## src/rtl/add_share_ctrl_pkg.sv

```systemverilog
// Shared definitions for the two-requester adder-sharing controller:
// FSM state encoding and requester index constants.
package add_share_ctrl_pkg;

  typedef enum logic {
    IDLE = 1'b0,
    WAIT = 1'b1
  } state_t;

  localparam logic REQ_ID0 = 1'b0;
  localparam logic REQ_ID1 = 1'b1;

endpackage

```

## src/rtl/add_share_ctrl_rr_arb2.sv

```systemverilog
// Two-way round-robin arbiter, purely combinational. On a tie the requester
// that did not win last time is chosen.
module rr_arb2
  import add_share_ctrl_pkg::*;
(
  input  logic       req0,
  input  logic       req1,
  input  logic       last,
  output logic [1:0] gnt,
  output logic       winner
);

  always_comb begin
    gnt    = 2'b00;
    winner = REQ_ID0;
    if (req0 && req1) begin
      winner = ~last;
    end else if (req1) begin
      winner = REQ_ID1;
    end
    if (req0 || req1) begin
      gnt = (winner == REQ_ID1) ? 2'b10 : 2'b01;
    end
  end

endmodule

```

## src/rtl/add_share_ctrl.sv

```systemverilog
// Shares one combinational adder between two requesters: arbitrates, holds the
// winner's operands for ADD_CYCLES cycles, then returns the sum with a DONE pulse.
module add_share_ctrl
  import add_share_ctrl_pkg::*;
#(
  parameter int WIDTH      = 8,
  parameter int ADD_CYCLES = 1
) (
  input  logic             CLK,
  input  logic             RESET,
  input  logic             REQ0,
  input  logic [WIDTH-1:0] DATA1_0,
  input  logic [WIDTH-1:0] DATA2_0,
  input  logic             REQ1,
  input  logic [WIDTH-1:0] DATA1_1,
  input  logic [WIDTH-1:0] DATA2_1,
  output logic             GNT0,
  output logic             GNT1,
  output logic             DONE0,
  output logic             DONE1,
  output logic [WIDTH-1:0] RESULT,
  output logic             BUSY,
  output logic [WIDTH-1:0] ADD_DATA1,
  output logic [WIDTH-1:0] ADD_DATA2,
  input  logic [WIDTH-1:0] ADD_RESULT
);

  localparam int CW = (ADD_CYCLES > 1) ? $clog2(ADD_CYCLES) : 1;
  localparam logic [CW-1:0] CNT_INIT = CW'(ADD_CYCLES - 1);

  state_t           state_q, state_d;
  logic [CW-1:0]    cnt_q, cnt_d;
  logic             last_q, last_d;
  logic [1:0]       gnt_q, gnt_d;
  logic [1:0]       done_q, done_d;
  logic             busy_d;
  logic [WIDTH-1:0] result_d, add_data1_d, add_data2_d;
  logic [1:0]       arb_gnt;
  logic             arb_winner;

  rr_arb2 u_arb (
    .req0   (REQ0),
    .req1   (REQ1),
    .last   (last_q),
    .gnt    (arb_gnt),
    .winner (arb_winner)
  );

  // last_q doubles as the index of the requester being served while in WAIT.
  always_ff @(posedge CLK or negedge RESET) begin
    if (!RESET) begin
      state_q   <= IDLE;
      cnt_q     <= '0;
      last_q    <= REQ_ID1;
      gnt_q     <= 2'b00;
      done_q    <= 2'b00;
      BUSY      <= 1'b0;
      RESULT    <= '0;
      ADD_DATA1 <= '0;
      ADD_DATA2 <= '0;
    end else begin
      state_q   <= state_d;
      cnt_q     <= cnt_d;
      last_q    <= last_d;
      gnt_q     <= gnt_d;
      done_q    <= done_d;
      BUSY      <= busy_d;
      RESULT    <= result_d;
      ADD_DATA1 <= add_data1_d;
      ADD_DATA2 <= add_data2_d;
    end
  end

  always_comb begin
    state_d     = state_q;
    cnt_d       = cnt_q;
    last_d      = last_q;
    gnt_d       = 2'b00;
    done_d      = 2'b00;
    result_d    = RESULT;
    add_data1_d = ADD_DATA1;
    add_data2_d = ADD_DATA2;
    case (state_q)
      IDLE: begin
        if (|arb_gnt) begin
          state_d     = WAIT;
          cnt_d       = CNT_INIT;
          last_d      = arb_winner;
          gnt_d       = arb_gnt;
          add_data1_d = (arb_winner == REQ_ID1) ? DATA1_1 : DATA1_0;
          add_data2_d = (arb_winner == REQ_ID1) ? DATA2_1 : DATA2_0;
        end
      end
      WAIT: begin
        if (cnt_q != '0) begin
          cnt_d = cnt_q - CW'(1);
        end else begin
          result_d       = ADD_RESULT;
          done_d[last_q] = 1'b1;
          state_d        = IDLE;
        end
      end
      default: state_d = IDLE;
    endcase
    busy_d = (state_d == WAIT);
  end

  assign GNT0  = gnt_q[0];
  assign GNT1  = gnt_q[1];
  assign DONE0 = done_q[0];
  assign DONE1 = done_q[1];

endmodule

```

## config.mk

```make
export PLATFORM = sky130hd
export DESIGN_NAME = add_share_ctrl
export DESIGN_NICKNAME = d
export VERILOG_FILES = /design/src/rtl/add_share_ctrl_pkg.sv /design/src/rtl/add_share_ctrl_rr_arb2.sv /design/src/rtl/add_share_ctrl.sv
export SDC_FILE = /design/constraint.sdc
export NUM_CORES = 1
export LEC_CHECK = 0
export ABC_AREA = 1
export CAP_MARGIN = 20
export CORE_ASPECT_RATIO = 1.1
export CORE_MARGIN = 5
export CORE_UTILIZATION = 34
export DETAILED_ROUTE_END_ITERATION = 8
export PLACE_DENSITY_LB_ADDON = 0.05
export SYNTH_ARGS = -nofsm -noshare
export SYNTH_HDL_FRONTEND = slang
export SYNTH_SLANG_ARGS = --single-unit
```

## constraint.sdc

```tcl
create_clock -name CLK -period 1 [get_ports CLK]
set_input_delay 0.2 -clock CLK [delete_from_list [all_inputs] [get_ports CLK]]
set_output_delay 0.2 -clock CLK [all_outputs]
set_load 0.05 [all_outputs]
```

# [After elaboration in Yosys (flattened, before gate mapping)]
# Index checks and enable logic that the tools add are counted.
[word_totals] register_bits=31 out_inout_bits=29 word_cells=39
[classes] add_sub_neg=1 n_lt_le_gt_ge=2 eq_ne=1 mux=18 n_bitwise=3 reduce_logical=6
[ops] op="$mux 8" count=2
[ops] op="$mux 2" count=6
[ops] op="$mux 1" count=7
[ops] op="$pmux 1 s2" count=2
[ops] op="$reduce_and 2->1" count=2
[ops] op="$not 1->1" count=3
[ops] op="$logic_and 1x1->1" count=2
[ops] op="$lt 1x2->1 const B" count=1
[ops] op="$ne 2x2->1 const B" count=1
[ops] op="$reduce_or 2->1" count=1
[ops] op="$demux 1 s1" count=1
[ops] op="$ge 1x1->1 const B" count=1
[ops] op="$logic_or 1x1->1" count=1
[ops] op="$sub 1x1->1 const B" count=1

# [Logic depth before layout (Yosys ltp)]
[logic_depth] depth_word=7 depth_mapped=6

# [By module]
# Synthesis repeated with hierarchy kept, for this count alone.
[hier_totals] cells_unflattened=180 hier_area_um2=1486.4
[by_module_without_submodules] module="add_share_ctrl" instances=1 cells_per_inst=174 area_each_um2=1461.4
[by_module_without_submodules] module="rr_arb2" instances=1 cells_per_inst=6 area_each_um2=25.0

# [Least setup slack after synthesis]
# OpenSTA, ideal clock, no wires.
[synth_timing] path_kind="reg2reg" startpoint="register state_q" endpoint="register ADD_DATA1[0]" setup_time_ps=66 t_arrival_ps=1261 required_time_ps=934 path_slack_ps=-327 path_stages_with_launch=6 path_buffers=1 cell_sequence="dfrtp_1 -> inv_2 -> o21ai_4 -> buf_6 -> nand2_1 -> nand2_1"
[synth_between] elab_chain_len=2
[synth_rtl] item="from (decl)" line="add_share_ctrl.sv:31" rtl="state_t state_q, state_d;"
[synth_rtl] item="from (signal assigned)" line="add_share_ctrl.sv:62" rtl="state_q <= state_d;"
[synth_rtl] item="$not 1->1 (no line)"
[synth_rtl] item="$reduce_and 2->1 (no line)"
[synth_rtl] item="to (signal assigned)" line="add_share_ctrl.sv:69" rtl="ADD_DATA1 <= add_data1_d;"
[synth_rtl] item="to (decl)" line="add_share_ctrl.sv:23" rtl="output logic [WIDTH-1:0] ADD_DATA1,"
# No other way between the ends.
# A chain may end at the register's enable or synchronous reset.

==> summary.txt <==
Layout area overhead: 94.8%
Ys Warns: 0
Synth Area in Adders: 0
Final setup margin: -0.164 ns
Post-layout nets: 309
Netlist cell types: 21
Largest net degree at the start of global routing: 31
GRT overflow: 0
Worst clock skew: 0.00599 ns
Syn_nets: 211
Net Sw Power: 2.08 mW
Post-Synthesis Cells: 167
Combinational share of power: 0.515
Final setup fails: 48
Sequential Area: 753 um2
Hold Violations, Final: 0
CTS tree: yes
Clk buf depth: 2
Cell area after synthesis: 0.00150 mm2
DR vias/cell: 4.73
Drt drc: 0
Internal power: 3.36 mW
# diodes: 0
IO Count: 73
Crit path kind: reg -> out
Setup TNS Final: -3.66 ns
Sequential share of power: 0.314
Violated checks: negative setup slack
Die height: 79.7 um
Simple-gate area share of the yosys netlist: 0.386
Seq cells post-synth: 30
Layout cells sized above 1: 0.316
PD cells: 1860 mW/mm2
Total CTS buffers: 5
CTS root buf: clkbuf_8
Drt wl/cell: 14.7 um
Fin crit share: 1.16
CP max FO: 2
Critical path endpoint category: output pin
Sequential area share after synthesis: 0.500
Initial Util: 0.351
Vias in the first global route: 1522
Crit path DAT: 0.96 ns
Clock slew at reported path FFs: 0.06 ns
Share of synthesized area spent on multiplexers: 0
Clock share of power: 0.171
Core Rows: 25
Die ar.: 0.00585 mm2
Data required, critical path: 0.80 ns
Fmax: 0.859 GHz
RSZ-0062 raised after global routing: true
RePlAce Congestion: 0.749
Multi-input logic area: 657 um2
Die Width: 73.4 um
Status: complete, but fails checks
H-tree levels: 2
Leakage: 1.41 nW
Core area: 0.00429 mm2
DRT iter0 DRCs: 63
Switching Share: 0.383
Max-slew headroom: 0.731
Syn_area_per_cell: 9.00 um2
Initial antenna violation count: 0
Max VDD drop: 821 uV
Max_cap viols: 0
Fill cells: 333
TritonRoute pass-1 iters: 4
Tot GR Track Use: 0.161
Post-synth top area cell: dfrtp_1
Worst-margin pin slew: 0.403 ns
CP Launch Type: flip-flop
Final WL: 4700 um
Hold Crit Class: in -> async
First-pass GRT wire length: 7200 um
CTS Hold Bufs: 0
Post-synthesis compound-gate area fraction: 0.0175
Non-filler instance count after layout: 320
DP Cell Count: 297
Detailed placement HPWL: 3220 um
Number of routed nets with antenna violations: 0
R2R depth: 5
Clock Latency Late Sink: 0.28 ns
Largest family of logic cells by synthesized area: simple AND/OR/NAND/NOR gates
Port bufs: 72
Clk sinks: 30
Xor and xnor area share after synthesis: 0
Max-slew violation count: 0
Area contributors post-synth: dfrtp_1, nand2_1, nand3b_1
Via count: 1515
Top-area cell type share of the netlist area: 0.483
Period minus WS final: 1.16 ns
Yosys cell counts:
cell      number
buf_6          3
dfstp_2        1
nor2_1         2
nand2_1       70
buf_8          1
nand3b_1      14
buf_12         1
nor2_8         1
nor2_2         1
nand4_1        2
a21oi_1        1
nand2_4        1
o21ai_0        1
inv_1         15
nand2_8        1
buf_2          3
o21ai_4        1
dfrtp_1       29
nand3_2        9
nand3_1        9
inv_2          1
worst max-delay path, cell delays in order, from the launching register on:
cell and delay [ns]:
dfrtp_2 0.42, buf_8 0.13, buf_12 0.14
final timing paths:
path	startpoint	endpoint	slack, ns
worst min-delay path	RESET	RESULT[5]	0.28
min in group CLK	ADD_RESULT[0]	RESULT[0]	0.46
worst max-delay path	state_q	BUSY	-0.16
worst max register to register	last_q	ADD_DATA2[0]	-0.15
worst min register to register	RESULT[5]	RESULT[5]	0.53
max in group asynchronous	RESET	last_q	0.49
per-layer routing:
| layer | wire length, um | vias up | global-route usage | part of all wire |
|---|---|---|---|---|
| li1 | - | 721 | - | - |
| met1 | 1850 | 734 | 0.179 | 0.39 |
| met2 | 2470 | 55 | 0.288 | 0.53 |
| met3 | 334 | 5 | 0.0504 | 0.071 |
| met4 | 47 | 0 | 0.0543 | 0.010 |
| met5 | 0 | - | 0 | 0 |
power by group through the flow:
stage | combinational, mW | sequential (mW) | clock (mW)
after CTS | 2.77 | 1.71 | 0.959
final | 2.81 | 1.71 | 0.930
after detailed placement | 2.54 | 1.73 | 0
after global routing | 2.93 | 1.73 | 1.03
after floorplan | 0.473 | 2.39 | 0
after global placement | 2.49 | 1.72 | 0
per-stage QoR:
stage                     utilization  setup slack [ns]  total power [mW]  hold WS [ns]  instance area (um2)
final                           0.683            -0.164              5.44         0.280                 2930
after global routing            0.683            -0.196              5.69         0.284                 2930
after CTS                       0.670            -0.165              5.43         0.280                 2870
after detailed placement        0.607            -0.498              4.27         0.522                 2600
after global placement          0.607            -0.438              4.22         0.518                 2600
after floorplan                     -            -0.115              2.86       -0.0956                 1510
cells by family (layout without fill, tap and decap cells):
group	after synthesis	count (layout)
AOI/OAI and AO/OA	3	3
DFF	30	30
and+or+nand+nor	110	111
buffers and inverters	24	122
sequential cells by signal (all words and copies together) (netlist names):
name,cells
done_q,2
state_q,1
last_q,1
gnt_q,2
ADD_DATA1,8
RESULT,8
ADD_DATA2,8
final cells by class:
cell class / count / area share
Sequential cell: 30 / 0.257
Timing Repair Buffer: 98 / 0.445
Tap cell: 54 / 0.0231
Multi-Input combinational cell: 114 / 0.224
Inverter: 16 / 0.0222
Clock buffer: 8 / 0.0274
layout by cell type (no fill, tap or decap):
cell	synthesis	routed
nor2_8	1	1
nor2_2	1	1
dlygate4sd2_1	0	2
nor2_1	2	1
inv_6	0	1
dfrtp_2	0	1
buf_6	3	8
dfstp_2	1	1
nand3_2	9	9
buf_4	0	12
inv_1	15	15
clkdlybuf4s50_1	0	41
nand4_1	2	2
nor2_4	0	1
buf_8	1	2
clkbuf_8	0	5
clkbuf_1	0	3
buf_12	1	32
nand2_8	1	3
clkbuf_16	0	1
o21ai_4	1	1
nand3_1	9	9
dfrtp_1	29	28
o21ai_1	0	1
nand2_1	70	66
nand2_2	0	4
nand3b_1	14	14
a21oi_2	0	1
repair_timing:
item | in CTS | in global routing
gates resized for setup | 19 | 9
cloned | 2 | 2
setup endpoints to repair | 49 | 57
setup buffers | 11 | 0
pin swaps | 19 | 7
Note: power is estimated with default switching activity, not from simulation.
